[config.mk]
export PLATFORM = sky130hd
export DESIGN_NAME = mmio_uart_tx_flat
export DESIGN_NICKNAME = d
export VERILOG_FILES = /design/src/rtl/mmio_uart_tx_if.sv /design/src/rtl/mmio_uart_tx.sv /design/src/flat_wrapper.sv
export SDC_FILE = /design/constraint.sdc
export NUM_CORES = 1
export LEC_CHECK = 0
export BUFFER_PORTS_ARGS = -buffer_cell sky130_fd_sc_hd__clkbuf_2
export CAP_MARGIN = 25
export CORE_ASPECT_RATIO = 0.6
export CORE_MARGIN = 2
export CORE_UTILIZATION = 47
export DETAILED_ROUTE_END_ITERATION = 6
export GPL_ROUTABILITY_DRIVEN = 0
export PLACE_DENSITY = 0.75
export SLEW_MARGIN = 20
export SYNTH_ARGS = -nofsm -noshare
export SYNTH_HDL_FRONTEND = slang
export SYNTH_SLANG_ARGS = --single-unit
[constraint.sdc]
create_clock -name clk -period 2.5 [get_ports clk]
set_input_delay 0.5 -clock clk [delete_from_list [all_inputs] [get_ports clk]]
set_output_delay 0.5 -clock clk [all_outputs]
set_load 0.005 [all_outputs]
[src/rtl/mmio_uart_tx_if.sv]
// MEM-stage bus bundle for the memory-mapped UART transmitter.
// The core drives strobes, address and store data; the peripheral returns Hit and ReadData.
`timescale 1ns/1ps

interface mmio_uart_tx_if;
    logic        MemWrite;
    logic        MemRead;
    logic [31:0] Address;
    logic [31:0] WriteData;
    logic [31:0] ReadData;
    logic        Hit;

    modport master (
        output MemWrite, MemRead, Address, WriteData,
        input  ReadData, Hit
    );

    modport slave (
        input  MemWrite, MemRead, Address, WriteData,
        output ReadData, Hit
    );
endinterface

[src/rtl/mmio_uart_tx.sv]
// Memory-mapped 8N1 UART transmitter: stores to DATA_ADDR fill a byte FIFO that a
// start/data/stop serializer drains; loads from STATUS_ADDR report FIFO and line state.
`timescale 1ns/1ps

module mmio_uart_tx #(
    parameter int          CLKS_PER_BIT = 434,
    parameter int          FIFO_DEPTH   = 4,
    parameter logic [31:0] DATA_ADDR    = 32'h1001_0040,
    parameter logic [31:0] STATUS_ADDR  = 32'h1001_0044
) (
    input  logic               clk,
    input  logic               reset,
    mmio_uart_tx_if.slave      bus,
    output logic               tx,
    output logic               Busy
);

    localparam int PTR_W  = $clog2(FIFO_DEPTH);
    localparam int BAUD_W = $clog2(CLKS_PER_BIT);

    localparam logic [3:0]        DEPTH_C   = 4'(FIFO_DEPTH);
    localparam logic [3:0]        CNT_ONE   = 4'd1;
    localparam logic [PTR_W-1:0]  PTR_ONE   = PTR_W'(1);
    localparam logic [BAUD_W-1:0] BAUD_ONE  = BAUD_W'(1);
    localparam logic [BAUD_W-1:0] BAUD_LAST = BAUD_W'(CLKS_PER_BIT - 1);

    typedef enum logic [1:0] {
        IDLE,
        START,
        DATA,
        STOP
    } txState_t;

    txState_t          state_q, state_d;
    logic [BAUD_W-1:0] baudCnt_q, baudCnt_d;
    logic [2:0]        bitIdx_q, bitIdx_d;
    logic [7:0]        shift_q, shift_d;
    logic              tx_q, tx_d;

    logic [7:0]        fifoMem_q [FIFO_DEPTH];
    logic [PTR_W-1:0]  head_q, head_d;
    logic [PTR_W-1:0]  tail_q, tail_d;
    logic [3:0]        count_q, count_d;
    logic              overflow_q, overflow_d;

    logic dataSel;
    logic statusSel;
    logic pushReq;
    logic pushOk;
    logic ovfSet;
    logic clearOvf;
    logic fifoFull;
    logic fifoEmpty;
    logic bitDone;
    logic pop;

    // Address decode is purely combinational so the MEM stage can mux ReadData in the same cycle.
    assign dataSel   = (bus.Address == DATA_ADDR);
    assign statusSel = (bus.Address == STATUS_ADDR);
    assign bus.Hit   = dataSel | statusSel;

    assign fifoFull  = (count_q == DEPTH_C);
    assign fifoEmpty = (count_q == 4'd0);
    assign bitDone   = (baudCnt_q == BAUD_LAST);

    assign pushReq   = bus.MemWrite & dataSel;
    assign clearOvf  = bus.MemWrite & statusSel & bus.WriteData[2];
    assign pushOk    = pushReq & (~fifoFull | pop);
    assign ovfSet    = pushReq & fifoFull & ~pop;

    assign Busy = (state_q != IDLE) | ~fifoEmpty;
    assign tx   = tx_q;

    always_comb begin
        bus.ReadData = 32'h0;
        if (bus.MemRead && statusSel) begin
            bus.ReadData = {25'b0, count_q[2:0], 1'b0, overflow_q, fifoFull, Busy};
        end
    end

    // Serializer: pops from the FIFO in IDLE, or straight out of STOP so frames abut.
    always_comb begin
        state_d   = state_q;
        baudCnt_d = baudCnt_q;
        bitIdx_d  = bitIdx_q;
        shift_d   = shift_q;
        pop       = 1'b0;

        case (state_q)
            IDLE: begin
                baudCnt_d = '0;
                if (!fifoEmpty) begin
                    pop     = 1'b1;
                    shift_d = fifoMem_q[head_q];
                    state_d = START;
                end
            end
            START: begin
                if (bitDone) begin
                    baudCnt_d = '0;
                    bitIdx_d  = 3'd0;
                    state_d   = DATA;
                end else begin
                    baudCnt_d = baudCnt_q + BAUD_ONE;
                end
            end
            DATA: begin
                if (bitDone) begin
                    baudCnt_d = '0;
                    shift_d   = {1'b0, shift_q[7:1]};
                    bitIdx_d  = bitIdx_q + 3'd1;
                    if (bitIdx_q == 3'd7) begin
                        state_d = STOP;
                    end
                end else begin
                    baudCnt_d = baudCnt_q + BAUD_ONE;
                end
            end
            STOP: begin
                if (bitDone) begin
                    baudCnt_d = '0;
                    if (!fifoEmpty) begin
                        pop     = 1'b1;
                        shift_d = fifoMem_q[head_q];
                        state_d = START;
                    end else begin
                        state_d = IDLE;
                    end
                end else begin
                    baudCnt_d = baudCnt_q + BAUD_ONE;
                end
            end
            default: begin
                state_d   = IDLE;
                baudCnt_d = '0;
            end
        endcase

        // tx is registered from the next state so the pin never glitches between states.
        case (state_d)
            START:   tx_d = 1'b0;
            DATA:    tx_d = shift_d[0];
            default: tx_d = 1'b1;
        endcase
    end

    always_comb begin
        head_d     = pop    ? head_q + PTR_ONE : head_q;
        tail_d     = pushOk ? tail_q + PTR_ONE : tail_q;
        count_d    = count_q;
        overflow_d = overflow_q;

        case ({pushOk, pop})
            2'b10:   count_d = count_q + CNT_ONE;
            2'b01:   count_d = count_q - CNT_ONE;
            default: count_d = count_q;
        endcase

        if (clearOvf) begin
            overflow_d = 1'b0;
        end else if (ovfSet) begin
            overflow_d = 1'b1;
        end
    end

    always_ff @(posedge clk) begin
        if (reset) begin
            state_q    <= IDLE;
            baudCnt_q  <= '0;
            bitIdx_q   <= 3'd0;
            shift_q    <= 8'h00;
            tx_q       <= 1'b1;
            head_q     <= '0;
            tail_q     <= '0;
            count_q    <= 4'd0;
            overflow_q <= 1'b0;
        end else begin
            state_q    <= state_d;
            baudCnt_q  <= baudCnt_d;
            bitIdx_q   <= bitIdx_d;
            shift_q    <= shift_d;
            tx_q       <= tx_d;
            head_q     <= head_d;
            tail_q     <= tail_d;
            count_q    <= count_d;
            overflow_q <= overflow_d;
        end
    end

    // Storage needs no reset: the pointers and count define which entries are live.
    always_ff @(posedge clk) begin
        if (pushOk) begin
            fifoMem_q[tail_q] <= bus.WriteData[7:0];
        end
    end

endmodule
[src/flat_wrapper.sv]
// flat-port wrapper written by rule: the top's interface ports become plain ports
module mmio_uart_tx_flat 
#(
    parameter int          CLKS_PER_BIT = 434,
    parameter int          FIFO_DEPTH   = 4,
    parameter logic [31:0] DATA_ADDR    = 32'h1001_0040,
    parameter logic [31:0] STATUS_ADDR  = 32'h1001_0044
)
  (clk, reset, tx, Busy, bus_MemWrite, bus_MemRead, bus_Address, bus_WriteData, bus_ReadData, bus_Hit);
  mmio_uart_tx_if bus_i ();
  input  logic clk;
  input  logic reset;
  output logic tx;
  output logic Busy;
  input wire logic [$bits(bus_i.MemWrite)-1:0] bus_MemWrite;
  input wire logic [$bits(bus_i.MemRead)-1:0] bus_MemRead;
  input wire logic [$bits(bus_i.Address)-1:0] bus_Address;
  input wire logic [$bits(bus_i.WriteData)-1:0] bus_WriteData;
  output wire logic [$bits(bus_i.ReadData)-1:0] bus_ReadData;
  output wire logic [$bits(bus_i.Hit)-1:0] bus_Hit;
  assign bus_i.MemWrite = bus_MemWrite;
  assign bus_i.MemRead = bus_MemRead;
  assign bus_i.Address = bus_Address;
  assign bus_i.WriteData = bus_WriteData;
  assign bus_ReadData = bus_i.ReadData;
  assign bus_Hit = bus_i.Hit;
  mmio_uart_tx #(.CLKS_PER_BIT(CLKS_PER_BIT), .FIFO_DEPTH(FIFO_DEPTH), .DATA_ADDR(DATA_ADDR), .STATUS_ADDR(STATUS_ADDR)) u_core (.clk(clk), .reset(reset), .bus(bus_i), .tx(tx), .Busy(Busy));
endmodule
# Word level (Yosys, flattened, before mapping)
# Memory sizes are Yosys's and may differ from the RTL's. A register that Yosys moved wholly into a read port is not among the register bits.
# Index checks and enable logic that the tools add are counted.
# classes
add_sub_neg,6
eq_ne,15
muxes,26
n_bitwise,12
n_reduce_logical,11
# ops
operator,count
"equality test 32 x 29 -> 1 bit, second input constant",2
2-to-1 mux 8 bit,3
one-hot mux 8 bit (3 select lines),1
one-hot mux 9 bit (2 select lines),1
2-to-1 mux 2 bit,7
"adder 9 x 1 -> 9 bit, second input constant",1
"equality test 9 bit, second input constant",1
2-to-1 mux 9 bit,1
"equality test 2 bit, second input constant",4
one-hot mux 2 bit (4 select lines),1
one-hot mux 4 bit (2 select lines),1
2-to-1 mux 7 bit,1
AND 1 bit,6
"equality test 2 x 1 -> 1 bit, second input constant",3
2-to-1 mux 3 bit,2
"!= test 2 x 1 -> 1 bit, second input constant",3
one-hot mux 3 bit (2 select lines),1
AND reduction 3 bit,2
nonzero test 2 bit,3
2-to-1 mux 1 bit,5
"adder 2 x 1 -> 2 bit, second input constant",2
"adder 4 x 1 -> 4 bit, second input constant",1
"equality test 4 x 3 -> 1 bit, second input constant",1
logical NOT 4 bit,1
other kinds (11),16
# word_totals
regBits,32
ramBits,32
inputBits,68
out_inout_bits,35
elab_cells,81
mem_count,1
# memory_table
memory,words,width,rd,rd_ports_with_merged_regs,write_ports,line,text
u_core.fifoMem_q,4,8,1,1,1,mmio_uart_tx.sv:40,logic [7:0] fifoMem_q [FIFO_DEPTH];

# Depth between registers and ports, before layout
# Gate-level depths: netlist of run 1.
# logic_depth
ltp_word,8
mapped_depth,13
depth_no_buf,13

# Worst setup path after synthesis of run 1
# OpenSTA, ideal clock, no wires.
# synth_path
kind,register -> register
from,register u_core.state_q[1]
to,register u_core.count_q[3]
setup_time_ns,0.121
arrival_time_ns,2.616
required_ns,2.379
slack_ns,-0.237
path_stages_with_launch,13
path_buffers,0
cell_sequence,dfxtp_1 inv_1 ha_1 a31oi_1 nor3_2 nand2_1 inv_1 ha_1 a21o_1 a21oi_1 a211oi_1 mux2i_1 mux2_2
# synth_via
elab_chain_len,6
# synth_lines
item,line,text
start: declaration,mmio_uart_tx.sv:34,"txState_t state_q, state_d;"
start signal: assignment,mmio_uart_tx.sv:178,state_q <= state_d;
equality test 2 bit or logical NOT 2 bit (tied branches),mmio_uart_tx.sv:89,case (state_q)
one-hot mux 1 bit (2 select lines) (*),mmio_uart_tx.sv:89,
bitwise OR 1 bit,mmio_uart_tx.sv:68,assign pushOk = pushReq & (~fifoFull | pop);
AND 1 bit,mmio_uart_tx.sv:68,
equality test 2 x 1 -> 1 bit or equality test 2 bit (tied branches),mmio_uart_tx.sv:153,"case ({pushOk, pop})"
one-hot mux 4 bit (2 select lines) or nonzero test 2 bit (tied branches),n/a,
end signal: assignment,mmio_uart_tx.sv:185,count_q <= count_d;
end: declaration,mmio_uart_tx.sv:43,"logic [3:0] count_q, count_d;"
# Mark *: on every way between the ends. The rest lies on a longest branch, timed or not.
# A chain may end at the register's enable or synchronous reset.

# Final worst setup path of run 1
# layout_path
from,register u_core.baudCnt_q[1]
to,register u_core.count_q[3]
# layout_via
elab_chain_len,7
# layout_lines
item,line,text
start: declaration,mmio_uart_tx.sv:35,"logic [BAUD_W-1:0] baudCnt_q, baudCnt_d;"
start signal: assignment,mmio_uart_tx.sv:179,baudCnt_q <= baudCnt_d;
equality test 9 bit (*),mmio_uart_tx.sv:64,assign bitDone = (baudCnt_q == BAUD_LAST);
2-to-1 mux 1 bit (*),mmio_uart_tx.sv:120,if (bitDone) begin
one-hot mux 1 bit (2 select lines) (*),mmio_uart_tx.sv:89,
bitwise OR 1 bit,mmio_uart_tx.sv:68,
AND 1 bit,mmio_uart_tx.sv:68,
equality test 2 x 1 -> 1 bit or equality test 2 bit (tied branches),mmio_uart_tx.sv:153,
one-hot mux 4 bit (2 select lines) or nonzero test 2 bit (tied branches),n/a,
# Marks and branches as above.

==> run_results.csv, run 1 <==
group,metric,value,unit
clock_tree,ctsHoldBuffers,0,
logic_synthesis,ys_seq_elements,66,
route,drt-wirelength-per-cell,15.44,um
worst_setup_path,critical_path.endpoint_type,"flop",
worst_setup_path,worstPathMaxFanout,2,
route,drtIter0Drc,126,
pwr,leakagePower,1.805,nW
logic_synthesis,synth-seq-area-share,47.43,%
logic_synthesis,synth.top_cells.by_count,"34 x dfxtp_1, 32 x edfxtp_1, 29 x nor2_1, 26 x buf_4, 16 x ha_1",
logic_synthesis,yosys-top-cells-area,"edfxtp_1 28%, dfxtp_1 20%, ha_1 5.8%",
logic_synthesis,syn_area_per_cell,11.13,sq um
clock_tree,cts.clk_slew.worst_paths,0.06,ns
sta,fmax,401.3,MHz
logic_synthesis,synth_area_leader_cell,"edfxtp_1",
global_route,grt_pass1_wl,12240,um
sta,finalClockSkew,0.007645,ns
status,status,"finished clean",
min_path,hp-start,"bus_WriteData[0]",
sta,slew_violations,0,
worst_setup_path,r2r-start,"u_core.baudCnt_q[1]",
worst_setup_path,r2r_slack,0.008,ns
logic_synthesis,syn_inst,311,
min_path,hold-path-cell-count,1,
logic_synthesis,ys_types,58,
floorplan,dieHeight,70.47,um
cells_and_area,area_growth,25.20,%
global_route,first_global_vias,2573,
logic_synthesis,synth_most_common_cell,"dfxtp_1",
min_path,hold_path.class,"in -> reg",
logic_synthesis,synthFlopType,"dfxtp_1",
sta,setup_viol,0,
worst_setup_path,required,2.73,ns
sta,tightest_slew,0.5429,ns
clock_tree,h-tree-depth,3,
global_route,antenna_found_initial,0,
floorplan,ioPinCount,103,
worst_setup_path,arrival,2.72,ns
route,vias,2695,
floorplan,initial_core_util,48.02,%
cells_and_area,final_net_count,486,
clock_tree,clk_latency,0.34,ns
clock_tree,clockBufferDepth,2,
logic_synthesis,netlist_area,3461,sq um
route,drcViolationCount,0,
clock_tree,cts_root_buf,"clkbuf_16",
clock_tree,cts_buffers,9,
logic_synthesis,synth_top_area_share,27.77,%
global_route,grt_usage,20.04,%
logic_synthesis,yosysWarnings,0,
cells_and_area,drive_gt1_share,34.24,%
sta,post-route-period-util,99.69,%
worst_setup_path,critPathKind,"reg -> reg",
worst_setup_path,r2r_cells,13,
placed_design,portBuffers,52,
sta,hold_viol,0,
min_path,hold_end,"u_core.fifoMem_q[3][0]",
floorplan,die_w,114.8,um
worst_setup_path,r2r_end,"u_core.count_q[3]",
route,drt.antenna.violating_nets,0,
logic_synthesis,synth_edf_count,32,
floorplan,core,7207,sq um
route,dr.pass1.iters,4,
route,avgViaCountPerCell,5.423,
sta,rsz0062_at_grt,"true",
pwr,power_density,910.1,nW/um^2
sta,relSlewSlack,63.81,%
sta,min_period,2.492,ns
flow_run,cap_violations,0,
placed_design,dp_hpwl,5629,um
route,wl,7672,um
floorplan,die-area,8089,sq um
logic_synthesis,postSynth.asyncResetShare,0,%
pwr,vdd_drop_max,0.0003766,V
sta,whs,0.3860,ns
global_route,grt-ovfl-total,0,
clock_tree,cts_tree,"built",
cells_and_area,diodes,0,
clock_tree,cts.sinks,66,
worst_setup_path,startpoint_type,"flop",
cells_and_area,fin_util,60.12,%
pwr,total_power,3.944,mW
floorplan,rows,24,
global_route,grt_max_degree,25,
-- report_power, final --
part           leakage [nW]  switching (mW)  internal [mW]
Clock                 0.133           0.509          0.686
Sequential            0.565          0.0979           1.24
Combinational          1.11           0.721          0.695
-- timing repair --
item                                    4_1_cts  5_1_grt
resized for setup                             3       10
pin swaps                                     5        7
buffers inserted                              3        0
endpoints found under the setup margin        1        5
-- layout make-up --
class | instances | area (sq um)
inverter | 11 | 41.29
multi-input combinational | 224 | 1709
clock buffer | 9 | 225.2
fill | 582 | 2874
clock inverter | 7 | 58.81
timing repair buffer | 89 | 538.0
sequential | 66 | 1647
tap | 91 | 113.9
-- routing by layer --
layer / up-vias / global-route usage (%) / part of all wire (%)
li1: 1278 / - / -
met1: 1290 / 27.21 / 46
met2: 112 / 30.11 / 45
met3: 15 / 7.205 / 7.2
met4: 0 / 6.158 / 1.5
met5: - / 0 / 0
-- through the flow --
| step | TNS, ns | std cells | worst slack, ns | cell area, sq um |
|---|---|---|---|---|
| floorplan | 0 | 336 | 0.002558 | 3585 |
| global placement | -0.2409 | 478 | -0.2141 | 3975 |
| detailed placement | -0.3250 | 478 | -0.2597 | 3975 |
| CTS | 0 | 497 | 0.004080 | 4287 |
| global route | -0.1288 | 497 | -0.1137 | 4333 |
| finish | 0 | 497 | 0.007827 | 4333 |
-- how the worst max path moves through the flow --
stage	startpoint	end	slack [ns]	depth (start not counted)
4_1_cts	u_core.baudCnt_q[3]	u_core.count_q[3]	0.004	11
3_3_place_gp	bus_Address[17]	u_core.count_q[3]	-0.21	12
5_1_grt	u_core.baudCnt_q[6]	u_core.count_q[3]	-0.11	11
3_5_place_dp	bus_Address[17]	u_core.count_q[3]	-0.26	12
2_1_floorplan	u_core.baudCnt_q[6]	u_core.count_q[3]	0.003	11
6_report	u_core.baudCnt_q[1]	u_core.count_q[3]	0.008	13
-- placed cells by master, fill, tap and decap left out, types with 10 or more instances in the layout --
| cell type | count |
|---|---|
| a21oi_1 | 11 |
| and3_1 | 10 |
| buf_4 | 37 |
| clkbuf_2 | 52 |
| conb_1 | 26 |
| dfxtp_1 | 30 |
| edfxtp_1 | 32 |
| ha_1 | 14 |
| inv_1 | 10 |
| nand2_1 | 14 |
| nor2_1 | 29 |
| o21ai_0 | 14 |
-- flip-flops by register name, indices dropped and copies added (netlist names), named ones only --
| register | flops |
|---|---|
| u_core.fifoMem_q | 32 |
| u_core.baudCnt_q | 9 |
| u_core.shift_q | 8 |
| u_core.count_q | 4 |
| u_core.bitIdx_q | 3 |
| u_core.head_q | 2 |
| u_core.state_q | 2 |
| u_core.tail_q | 2 |
| u_core.overflow_q | 1 |
| u_core.tx | 1 |
-- critical path, stage by stage, from the launching register on --
cell	delay, ns
dfxtp_1	0.31
inv_1	0.05
ha_2	0.18
and4_4	0.24
a31oi_4	0.10
nor3_4	0.25
nand2_2	0.09
inv_2	0.08
buf_4	0.10
ha_1	0.25
a21oi_2	0.19
a211oi_2	0.05
mux2i_1	0.15
mux2_2	0.34
-- kinds of logic (layout without fill, tap and decap cells) --
group	count (synthesis)	in the layout	synth area share [%]
compound gates	54	54	10.52
simple gates	97	97	16.12
other cells	1	26	0.1084
mux	21	21	9.111
flops	66	66	47.43
buf+inv	46	116	8.062
xor+xnor	9	9	2.277
fa+ha+maj	17	17	6.363
Power figures use the tool's default switching activity.
==> run 2: changes to the inputs <==
- RECOVER_POWER: not set -> 50
==> run 2 against run 1 <==
- global-route usage unchanged
- power down 0.16%
- clock power about the same
- die area unchanged
- utilization down 0.14 points
==> run_results.csv, run 2 (synthesis results as in run 1) <==
group,metric,value,unit
status,status,"finished clean",
worst_setup_path,cp_top_family,"simple AND/OR/NAND/NOR gates",
pwr,switching_share,33.60,%
pwr,clkPwrFrac,30.3,%
pwr,power_density,910.8,nW/um^2
global_route,grt-ovfl-total,0,
placed_design,portBuffers,52,
pwr,vdd_drop_max,0.0003749,V
floorplan,dieHeight,70.47,um
sta,hold_viol,0,
cells_and_area,fin_util,59.98,%
sta,slew_violations,0,
route,drcViolationCount,0,
sta,finalClockSkew,0.007713,ns
clock_tree,clockBufferDepth,2,
cells_and_area,final_common_cell,"clkbuf_2",
route,wl,7614,um
global_route,grt_max_degree,25,
sta,tightest_slew,0.5483,ns
pwr,p_comb_share,35.9,%
floorplan,initial_core_util,48.02,%
pwr,leakagePower,1.781,nW
clock_tree,ctsHoldBuffers,0,
clock_tree,clk_latency,0.34,ns
worst_setup_path,critPathKind,"reg -> reg",
global_route,grt_pass1_wl,12240,um
cells_and_area,top_register,"u_core.fifoMem_q",
cells_and_area,drive_gt1_share,32.27,%
worst_setup_path,startpoint_type,"flop",
route,drt.antenna.violating_nets,0,
pwr,p_int,2.614,mW
clock_tree,cts_buffers,9,
worst_setup_path,crit_chain,"inv_1, ha_2, and4_4, a31oi_4, nor3_4, nand2_2, inv_2, buf_4, ha_1, a21oi_2, a211oi_2, mux2i_1, mux2_2",
worst_setup_path,required,2.73,ns
sta,finalSetupTns,0,ns
pwr,p_seq_share,33.8,%
sta,relSlewSlack,63.45,%
global_route,grt_usage,20.04,%
worst_setup_path,r2r_cells,13,
sta,fmax,401.3,MHz
placed_design,dp_hpwl,5629,um
cells_and_area,reg_top3,"u_core.fifoMem_q (32), u_core.baudCnt_q (9), u_core.shift_q (8)",
floorplan,rows,24,
sta,min_period,2.492,ns
cells_and_area,area_growth,24.91,%
clock_tree,cts_root_buf,"clkbuf_16",
clock_tree,h-tree-depth,3,
route,drtIter0Drc,113,
worst_setup_path,arrival,2.72,ns
worst_setup_path,r2r_end,"u_core.count_q[3]",
min_path,hp-start,"bus_WriteData[3]",
floorplan,ioPinCount,103,
floorplan,core,7207,sq um
worst_setup_path,path_buf_inv,3,
worst_setup_path,r2r-start,"u_core.baudCnt_q[1]",
worst_setup_path,critPathMaxStageDelay,0.34,ns
cells_and_area,largest_reg_flops,32,
floorplan,die-area,8089,sq um
global_route,first_global_vias,2573,
min_path,hold-path-cell-count,1,
worst_setup_path,r2r_slack,0.008,ns
sta,rsz0062_at_grt,"true",
pwr,total_power,3.937,mW
clock_tree,cts.sinks,66,
floorplan,die_w,114.8,um
cells_and_area,final_net_count,486,
clock_tree,cts_tree,"built",
sta,whs,0.4252,ns
route,drt-wirelength-per-cell,15.32,um
worst_setup_path,crit_slowest_cell,"mux2_2",
route,vias,2664,
cells_and_area,diodes,0,
pwr,switching_power,1.323,mW
worst_setup_path,worstPathMaxFanout,2,
clock_tree,cts.clk_slew.worst_paths,0.06,ns
min_path,hold_end,"u_core.fifoMem_q[3][3]",
sta,post-route-period-util,99.67,%
min_path,hold_path.class,"in -> reg",
route,avgViaCountPerCell,5.360,
worst_setup_path,critical_path.endpoint_type,"flop",
sta,setup_viol,0,
global_route,antenna_found_initial,0,
flow_run,cap_violations,0,
route,dr.pass1.iters,4,
cells_and_area,final_cell_mix,"44 x clkbuf_2, 37 x buf_4, 32 x edfxtp_1, 30 x dfxtp_1, 29 x nor2_1",
==> run 2: worst max path at each step <==
stage / slack [ns] / from / to / cells past startpoint
5_1_grt: -0.11 / u_core.baudCnt_q[6] / u_core.count_q[3] / 11
2_1_floorplan: 0.003 / u_core.baudCnt_q[6] / u_core.count_q[3] / 11
3_3_place_gp: -0.21 / bus_Address[17] / u_core.count_q[3] / 12
6_report: 0.008 / u_core.baudCnt_q[1] / u_core.count_q[3] / 13
3_5_place_dp: -0.26 / bus_Address[17] / u_core.count_q[3] / 12
4_1_cts: 0.004 / u_core.baudCnt_q[3] / u_core.count_q[3] / 11
==> run 2: metrics by stage <==
step | cell area, sq um | instances | setup WS, ns
3_5_place_dp | 3975 | 478 | -0.2597
6_report | 4323 | 497 | 0.008358
4_1_cts | 4287 | 497 | 0.004080
3_3_place_gp | 3975 | 478 | -0.2141
2_1_floorplan | 3585 | 336 | 0.002558
5_1_grt | 4323 | 497 | -0.1137
==> run 2: routing by layer <==
| layer | vias to the layer above | GRT usage [%] | share of wire (%) |
|---|---|---|---|
| li1 | 1278 | - | - |
| met1 | 1259 | 27.21 | 46 |
| met2 | 115 | 30.11 | 45 |
| met3 | 12 | 7.205 | 8.0 |
| met4 | 0 | 6.158 | 1.4 |
| met5 | - | 0 | 0 |
==> run 2: cell type report <==
| cell class | instances | area, sq um |
|---|---|---|
| repair buffers | 89 | 528.0 |
| clock buffers | 9 | 225.2 |
| well taps | 91 | 113.9 |
| clock inverters | 7 | 58.81 |
| inverters | 11 | 41.29 |
| fillers | 590 | 2884 |
| flip-flops and latches | 66 | 1647 |
| multi-input cells | 224 | 1709 |
==> run 2: power by group through the flow <==
| stage | sequential [mW] | clock, mW | combinational, mW |
|---|---|---|---|
| floorplan | 1.33 | 0 | 0.874 |
| global placement | 1.35 | 0 | 1.25 |
| detailed placement | 1.35 | 0 | 1.29 |
| CTS | 1.33 | 1.22 | 1.33 |
| global route | 1.35 | 1.26 | 1.55 |
| finish | 1.33 | 1.19 | 1.41 |
==> run 2: repair_timing <==
| item | 4_1_cts | 5_1_grt |
|---|---|---|
| setup buffers | 3 | 0 |
| gates resized for setup | 3 | 10 |
| cloned | 0 | 0 |
| setup endpoints to repair | 1 | 5 |
| pin swaps | 5 | 7 |
